===== src/rtl/reg_file.sv =====
// Register file with DEPTH words of WIDTH bits, one byte-strobed synchronous write
// port and two combinational read ports with optional write-through forwarding.
module reg_file #(
  parameter int WIDTH    = 8,
  parameter int ADDR_W   = 3,
  parameter int BYPASS   = 1,
  parameter int ZERO_REG = 0
) (
  input  logic                 clk,
  input  logic                 reset,
  input  logic                 we,
  input  logic [ADDR_W-1:0]    waddr,
  input  logic [WIDTH-1:0]     wdata,
  input  logic [WIDTH/8-1:0]   wstrb,
  input  logic [ADDR_W-1:0]    raddr_a,
  output logic [WIDTH-1:0]     rdata_a,
  input  logic [ADDR_W-1:0]    raddr_b,
  output logic [WIDTH-1:0]     rdata_b
);

  localparam int DEPTH = 1 << ADDR_W;
  localparam int NB    = WIDTH / 8;

  logic [WIDTH-1:0] mem_q [DEPTH];
  logic [WIDTH-1:0] mem_d [DEPTH];

  always_comb begin
    for (int e = 0; e < DEPTH; e++) begin
      mem_d[e] = mem_q[e];
      // Entry 0 never accepts data when it is the hardwired zero register.
      if (we && (waddr == ADDR_W'(e)) && !((ZERO_REG != 0) && (e == 0))) begin
        for (int l = 0; l < NB; l++) begin
          if (wstrb[l]) begin
            mem_d[e][8*l +: 8] = wdata[8*l +: 8];
          end
        end
      end
    end
  end

  always_ff @(posedge clk) begin
    for (int e = 0; e < DEPTH; e++) begin
      if (reset) begin
        mem_q[e] <= '0;
      end else begin
        mem_q[e] <= mem_d[e];
      end
    end
  end

  logic [1:0][ADDR_W-1:0] raddr_arr;
  logic [1:0][WIDTH-1:0]  rdata_arr;

  assign raddr_arr[0] = raddr_a;
  assign raddr_arr[1] = raddr_b;
  assign rdata_a      = rdata_arr[0];
  assign rdata_b      = rdata_arr[1];

  generate
    for (genvar gi = 0; gi < 2; gi++) begin : g_rport
      logic [WIDTH-1:0] stored;
      logic [WIDTH-1:0] merged;
      logic             fwd;
      logic             is_zero;

      always_comb begin
        stored  = mem_q[raddr_arr[gi]];
        merged  = stored;
        for (int l = 0; l < NB; l++) begin
          if (wstrb[l]) begin
            merged[8*l +: 8] = wdata[8*l +: 8];
          end
        end
        fwd     = (BYPASS != 0) && we && !reset && (raddr_arr[gi] == waddr);
        is_zero = (ZERO_REG != 0) && (raddr_arr[gi] == '0);
      end

      assign rdata_arr[gi] = is_zero ? '0 : (fwd ? merged : stored);
    end
  endgenerate

endmodule


===== config.mk =====
export PLATFORM = sky130hd
export DESIGN_NAME = reg_file
export DESIGN_NICKNAME = d
export VERILOG_FILES = /design/src/rtl/reg_file.sv
export SDC_FILE = /design/constraint.sdc
export NUM_CORES = 1
export LEC_CHECK = 0
export ABC_AREA = 1
export CAP_MARGIN = 25
export CORE_MARGIN = 10
export CORE_UTILIZATION = 50
export CTS_CLUSTER_SIZE = 40
export DETAILED_ROUTE_END_ITERATION = 12
export PLACE_DENSITY = 0.71
export SETUP_SLACK_MARGIN = 0.15
export SLEW_MARGIN = 20
export SYNTH_ARGS = -nofsm -noshare
export SYNTH_HDL_FRONTEND = slang
export SYNTH_SLANG_ARGS = --single-unit

===== constraint.sdc =====
create_clock -name clk -period 1.6 [get_ports clk]
set_input_delay 0.16 -clock clk [delete_from_list [all_inputs] [get_ports clk]]
set_output_delay 0.16 -clock clk [all_outputs]
set_load 0.01 [all_outputs]

==> results of run 1 <==
-- worst min-delay path, stage by stage --
cell                      delay (ps)
sky130_fd_sc_hd__buf_2           110
sky130_fd_sc_hd__buf_4           110
sky130_fd_sc_hd__o31ai_1          90
sky130_fd_sc_hd__buf_4           180
-- cell usage after synthesis --
| library cell | n |
|---|---|
| sky130_fd_sc_hd__inv_2 | 5 |
| sky130_fd_sc_hd__and2_1 | 2 |
| sky130_fd_sc_hd__inv_1 | 84 |
| sky130_fd_sc_hd__buf_2 | 18 |
| sky130_fd_sc_hd__inv_4 | 2 |
| sky130_fd_sc_hd__nand2_2 | 2 |
| sky130_fd_sc_hd__clkbuf_1 | 2 |
| sky130_fd_sc_hd__o31ai_1 | 2 |
| sky130_fd_sc_hd__nand3_1 | 117 |
| sky130_fd_sc_hd__nand2_1 | 203 |
| sky130_fd_sc_hd__nor2_2 | 2 |
| sky130_fd_sc_hd__buf_4 | 8 |
| sky130_fd_sc_hd__edfxtp_1 | 64 |
| sky130_fd_sc_hd__nor2_1 | 73 |
-- logic make-up after synthesis --
kind of cell | Yosys count
AOI/OAI and AO/OA | 2
buffers and inverters | 119
DFF | 64
and+or+nand+nor | 399
-- metrics by stage --
stage | hold slack [ps] | setup slack (ps)
final | 481 | 67.5
after global placement | 1050 | -629
after floorplan | 449 | 172
after CTS | 548 | 108
after global routing | 495 | -3.59
after detailed placement | 1050 | -629
-- metal layers --
metal | vias to the layer above | share of wire (%) | track usage (%)
li1 | 2012 | - | -
met1 | 2042 | 40 | 27.3
met2 | 245 | 47 | 36.5
met3 | 54 | 8.1 | 3.78
met4 | 0 | 5.0 | 11.3
met5 | - | 0 | 0
-- path summary, 6_finish.rpt --
kind                    start           to  slack (ps)  depth (start not counted)
hold / removal       waddr[0]  mem_q[4][0]         480                          4
setup / recovery  mem_q[3][7]   rdata_b[7]          70                          7
-- repair_timing --
item	in CTS	in global routing
pin swaps	41	48
endpoints found under the hold margin	0	0
buffers inserted	4	1
endpoints found under the setup margin	61	16
resized for setup	203	61
-- final cells by class --
class / count / area, µm² / share of cell area [%]
Clock inverter: 6 / 83.8 / 1.44
Tap cell: 102 / 128 / 2.19
Inverter: 91 / 347 / 5.96
Clock buffer: 10 / 128 / 2.19
Multi-Input combinational cell: 401 / 2200 / 37.8
Timing Repair Buffer: 108 / 1010 / 17.3
Sequential cell: 64 / 1920 / 33.0
-- power by group through the flow --
stage                     combinational [W]  sequential, W  clock (W)
after detailed placement           0.000947        0.00201          0
after CTS                           0.00101        0.00198    0.00153
final                               0.00110        0.00198    0.00151
after global placement             0.000938        0.00201          0
after floorplan                    0.000480        0.00200          0
after global routing                0.00117        0.00199    0.00159
-- layout by cell type (no fill, tap or decap), drive strengths merged --
master           n
edfxtp          64
clkinvlp         2
bufinv           2
clkbuf          11
clkinv           2
nand2          205
buf             91
nor2            75
clkdlybuf4s15    8
nand3          117
and2             2
inv             91
clkdlybuf4s50    8
o31ai            2
==> flow_metrics.env, run 1 <==
export IMPL_run_status="complete, no violations"
export IMPL_power_density_nw_per_um2=791
export IMPL_num_antenna_cells=0
export IMPL_power_static_leakage_nw=2.82
export IMPL_grt_usage_pct=22.2
export IMPL_synthMuxAreaShare_pct=0
export IMPL_synth_largest_area_cell="sky130_fd_sc_hd__edfxtp_1"
export IMPL_io_pins=37
export IMPL_synth_xor_area_share_pct=0
export IMPL_htree_levels=3
export IMPL_internal_power_w=0.00325
export IMPL_cts_buffers=9
export IMPL_worstHoldPathType="input pin to register"
export IMPL_grt_antenna_before_repair=0
export IMPL_report_power_total_w=0.00460
export IMPL_final_cells=782
export IMPL_dr_vias_cell=5.57
export IMPL_num_rows=32
export IMPL_syn_avg_cell_area_um2=7.02
export IMPL_dieWidth_um=111
export IMPL_synth_cell_area_um2=4100
export IMPL_crit_chain="inv_2 -> nand2_2 -> nand3_2 -> nand3_2 -> nand3_2 -> nand2_1 -> buf_2"
export IMPL_filler_cell_count=614
export IMPL_drt_iter0_markers=397
export IMPL_grt_ovfl_total=0
export IMPL_post_dp_cell_area_um2=5090
export IMPL_worst_endpoint_required_ps=1440
export IMPL_synth_seq_cells=64
export IMPL_hold_viol_final=0
export IMPL_yosys_warnings=0
export IMPL_largest_register_ffs=64
export IMPL_placeableCoreArea_um2=7850
export IMPL_clkSinkCount=64
export IMPL_grt_pass1_wl_um=21600
export IMPL_clkSlewWorstSetupHoldPaths_ps=70
export IMPL_synthAdderAreaFrac_pct=0
export IMPL_clock_fmax_mhz=653
export IMPL_comb_power_share_pct=23.9
export IMPL_setup_worst_path_start_class="register"
export IMPL_clock_share_of_power_pct=32.9
export IMPL_detailedRoute_firstPassIterationCount=5
export IMPL_max_stage_delay_ps=390
export IMPL_post_synthesis_compound_gate_area_fraction_pct=0.366
export IMPL_regMostFlops="mem_q"
export IMPL_final_replace_weighted_congestion=1.03
export IMPL_drc=0
export IMPL_yosys_area_share_simple_pct=40.5
export IMPL_synthesis_nets=605
export IMPL_synth_top_family_by_area="simple AND/OR/NAND/NOR gates"
export IMPL_floorplan_die_area_um2=12200
export IMPL_initial_utilization_pct=52.2
export IMPL_layout_drive_gt1_share_pct=39.7
export IMPL_clockBufferDepth=2
export IMPL_peakVddDrop_uv=635
export IMPL_areaGrowthSynthToFinish_pct=41.9
export IMPL_netlist_cell_type_count=14
export IMPL_yosysSeqAreaShare_pct=46.9
export IMPL_fin_tns_setup_ps=0
export IMPL_final_min_period_over_clock_period_pct=95.8
export IMPL_netlist_instances=584
export IMPL_rsz0062_at_grt="true"
export IMPL_sequential_share_of_power_pct=43.1
export IMPL_worstSetupPathType="register to primary output"
export IMPL_placed_cells_incl_taps=761
export IMPL_cts_hold_fix_buffers=0
export IMPL_nNetsFinal=696
export IMPL_post_route_util_pct=74.1
export IMPL_cts_root_buf="sky130_fd_sc_hd__clkbuf_8"
export IMPL_crit_path_end_kind="primary output"
export IMPL_share_of_yosys_cell_area_claimed_by_the_top_area_cell_type_pct=46.9
export IMPL_timing_slew_headroom_pct=71.0
export IMPL_slowest_stage="sky130_fd_sc_hd__edfxtp_1"
export IMPL_vias=4353
export IMPL_numPortBuffers=36
export IMPL_crit_family="flip-flops"
export IMPL_ys_top_cells_by_area="sky130_fd_sc_hd__edfxtp_1, sky130_fd_sc_hd__nand2_1, sky130_fd_sc_hd__nand3_1"
export IMPL_switchingPower_w=0.00135
export IMPL_die_height_um=111
export IMPL_drv_slew=0
export IMPL_postLayoutCellArea_um2=5820
export IMPL_switching_part_of_the_total_pct=29.3
export IMPL_timing_critical_path_fanout_max=2
export IMPL_tritoncts="yes"
export IMPL_drt_total_wl_um=14300
export IMPL_cp_num_buf_inv=2
export IMPL_top_regs="mem_q x64"
export IMPL_worst_path_most_repeated_cell="sky130_fd_sc_hd__nand3_2"
export IMPL_ant_nets=0
export IMPL_final_period_minus_worst_setup_slack_ps=1530
export IMPL_setup_viol=0
export IMPL_cap_violations=0
export IMPL_worst_slew_pin_slew_ps=434
export IMPL_grt_start_max_net_pins=27
export IMPL_grt_pass1_vias=4113
export IMPL_post_dp_hpwl_um=10300
export IMPL_worstPathArrival_ps=1370
export IMPL_routedWlPerCell_um=18.3
Power figures use the tool's default switching activity.
==> inputs of run 2 (changes only) <==
Settings changed: ABC_AREA 1 to not set, CORE_MARGIN 10 to 2, SLEW_MARGIN 20 to not set.
==> run 2 against run 1 <==
The run now ends with negative setup slack left. Via count down 42%. Critical path depth down 2. Sequential power barely moved. Hold slack better by 170 ps. Count of clock-buffer cells in the layout fell by 1. Non-clock buffer count fell by 15. Clock power down 3%. Die area down 31%.
==> flow_metrics.env, run 2 <==
export IMPL_dieWidth_um=91.5
export IMPL_grt_pass1_vias=2703
export IMPL_timing_slew_headroom_pct=73.2
export IMPL_io_pins=37
export IMPL_cts_hold_fix_buffers=0
export IMPL_num_antenna_cells=0
export IMPL_rsz0062_at_grt="true"
export IMPL_yosysSeqAreaShare_pct=50.2
export IMPL_worst_slack_ps=-526
export IMPL_final_cell_mix="sky130_fd_sc_hd__and2_1, sky130_fd_sc_hd__edfxtp_1, sky130_fd_sc_hd__buf_4"
export IMPL_wl_met1_um=3830
export IMPL_number_of_enable_flip_flop_cells_after_synthesis=64
export IMPL_synth_seq_cells=64
export IMPL_die_height_um=91.5
export IMPL_worstSetupPathType="register to primary output"
export IMPL_clockBufferDepth=2
export IMPL_power_density_nw_per_um2=873
export IMPL_final_replace_weighted_congestion=0.836
export IMPL_netlist_instances=239
export IMPL_worst_slew_pin_slew_ps=401
export IMPL_share_of_yosys_cell_area_claimed_by_the_top_area_cell_type_pct=50.2
export IMPL_netlist_cell_type_count=23
export IMPL_ys_top_cells_by_area="sky130_fd_sc_hd__edfxtp_1, sky130_fd_sc_hd__mux4_1, sky130_fd_sc_hd__and2_1"
export IMPL_syn_avg_cell_area_um2=16.0
export IMPL_clkSinkCount=64
export IMPL_synth_async_reset_ratio_pct=0
export IMPL_worstPathArrival_ps=1970
export IMPL_cts_buffers=9
export IMPL_grt_pass1_wl_um=15200
export IMPL_synth_cell_area_um2=3830
export IMPL_numPortBuffers=36
export IMPL_worstHoldPathType="input pin to register"
export IMPL_initial_utilization_pct=52.3
export IMPL_setup_viol=16
export IMPL_grt_start_max_net_pins=12
export IMPL_drv_slew=0
export IMPL_nNetsFinal=349
export IMPL_grt_ovfl_total=0
export IMPL_synth_largest_area_cell="sky130_fd_sc_hd__edfxtp_1"
export IMPL_final_min_period_over_clock_period_pct=133
export IMPL_detailedRoute_firstPassIterationCount=4
export IMPL_layout_drive_gt1_share_pct=47.7
export IMPL_post_route_util_pct=68.1
export IMPL_dr_vias_cell=5.83
export IMPL_synth_top_flop_cell="sky130_fd_sc_hd__edfxtp_1"
export IMPL_grt_usage_pct=25.4
export IMPL_timing_critical_path_fanout_max=2
export IMPL_routed_length_on_met3_um=462
export IMPL_num_rows=31
export IMPL_placeableCoreArea_um2=7330
export IMPL_vias=2517
export IMPL_final_period_minus_worst_setup_slack_ps=2130
export IMPL_routedWlPerCell_um=22.7
export IMPL_top_regs="mem_q x64"
export IMPL_largest_register_ffs=64
export IMPL_cap_violations=0
export IMPL_areaGrowthSynthToFinish_pct=30.3
export IMPL_floorplan_die_area_um2=8380
export IMPL_synthesis_nets=260
export IMPL_run_status="finished, violations left"
export IMPL_clock_fmax_mhz=470
export IMPL_topRoutingLayerUsed="met4"
export IMPL_drt_iter0_markers=198
export IMPL_peakVddDrop_uv=557
export IMPL_fin_tns_setup_ps=-7340
export IMPL_tritoncts="yes"
export IMPL_cts_root_buf="sky130_fd_sc_hd__clkbuf_8"
export IMPL_post_dp_hpwl_um=6730
export IMPL_setup_worst_path_start_class="register"
export IMPL_drt_total_wl_um=9790
export IMPL_hold_viol_final=0
export IMPL_worst_endpoint_required_ps=1440
export IMPL_violations_in_the_final_reports="negative setup slack"
export IMPL_ant_nets=0
export IMPL_filler_cell_count=516
export IMPL_drc=0
export IMPL_power_static_leakage_nw=1.98
export IMPL_htree_levels=3
export IMPL_regMostFlops="mem_q"
export IMPL_yosys_warnings=0
export IMPL_crit_path_end_kind="primary output"
export IMPL_met2_wirelength_um=5160
export IMPL_grt_antenna_before_repair=0
export IMPL_synth_top_cells_by_count="sky130_fd_sc_hd__and2_1, sky130_fd_sc_hd__edfxtp_1, sky130_fd_sc_hd__mux2_2"
export IMPL_clkSlewWorstSetupHoldPaths_ps=70
-- run 2: critical path, cell delays in order, from the launching register on --
cell                       delay (ps)
sky130_fd_sc_hd__edfxtp_1         380
sky130_fd_sc_hd__buf_4            150
sky130_fd_sc_hd__mux4_2           450
sky130_fd_sc_hd__mux2_2           270
sky130_fd_sc_hd__mux2_4           260
sky130_fd_sc_hd__buf_6            120
-- run 2: stage by stage --
step	total power, W	cells	worst slack [ps]	hold slack [ps]	area, µm²
floorplan	0.00246	239	-1.38	358	3920
global placement	0.00281	410	-1060	1000	4650
detailed placement	0.00282	410	-1070	1020	4650
CTS	0.00436	432	-551	638	4970
global route	0.00450	432	-605	710	4990
finish	0.00436	432	-526	651	4990
-- run 2: where the power goes --
group / total (W) / switching [W] / internal (W) / leakage [nW]
clock network: 0.00146 / 0.000601 / 0.000863 / 0.108
logic: 0.000895 / 0.000353 / 0.000542 / 1.26
registers: 0.00200 / 0.0000533 / 0.00194 / 0.612
-- run 2: logic make-up (layout without fill, tap and decap cells) --
| group | Yosys count | after routing | synth area share (%) |
|---|---|---|---|
| and+or+nand+nor | 81 | 81 | 13.0 |
| AOI/OAI and AO/OA | 8 | 8 | 1.18 |
| DFF | 64 | 64 | 50.2 |
| muxes | 64 | 64 | 31.1 |
| xor gates and xnor gates | 6 | 6 | 1.37 |
| buffers and inverters | 16 | 110 | 3.23 |
-- run 2: final timing paths --
check / from / to / cells after the start
setup / recovery: mem_q[3][1] / rdata_a[1] / 5
hold / removal: reset / mem_q[4][7] / 5
-- run 2: cell type report --
| cell class | instances | area, µm² | area share (%) |
|---|---|---|---|
| well taps | 99 | 124 | 2.48 |
| flip-flops and latches | 64 | 1920 | 38.5 |
| clock inverters | 7 | 86.3 | 1.73 |
| inverters | 1 | 3.75 | 0.0752 |
| repair buffers | 93 | 902 | 18.1 |
| clock buffers | 9 | 124 | 2.48 |
| multi-input cells | 159 | 1830 | 36.7 |
-- run 2: timing repair --
item / in CTS / in global routing
setup endpoints to repair: 97 / 34
resized for setup: 133 / 7
setup buffers: 4 / 0
cloned: 2 / 0
pin swaps: 3 / 1
-- run 2: metal layers --
metal	vias to the layer above	GRT usage, %
met3	26	3.82
met5	-	0
met2	102	43.6
li1	1115	-
met1	1274	31.4
met4	0	12.0
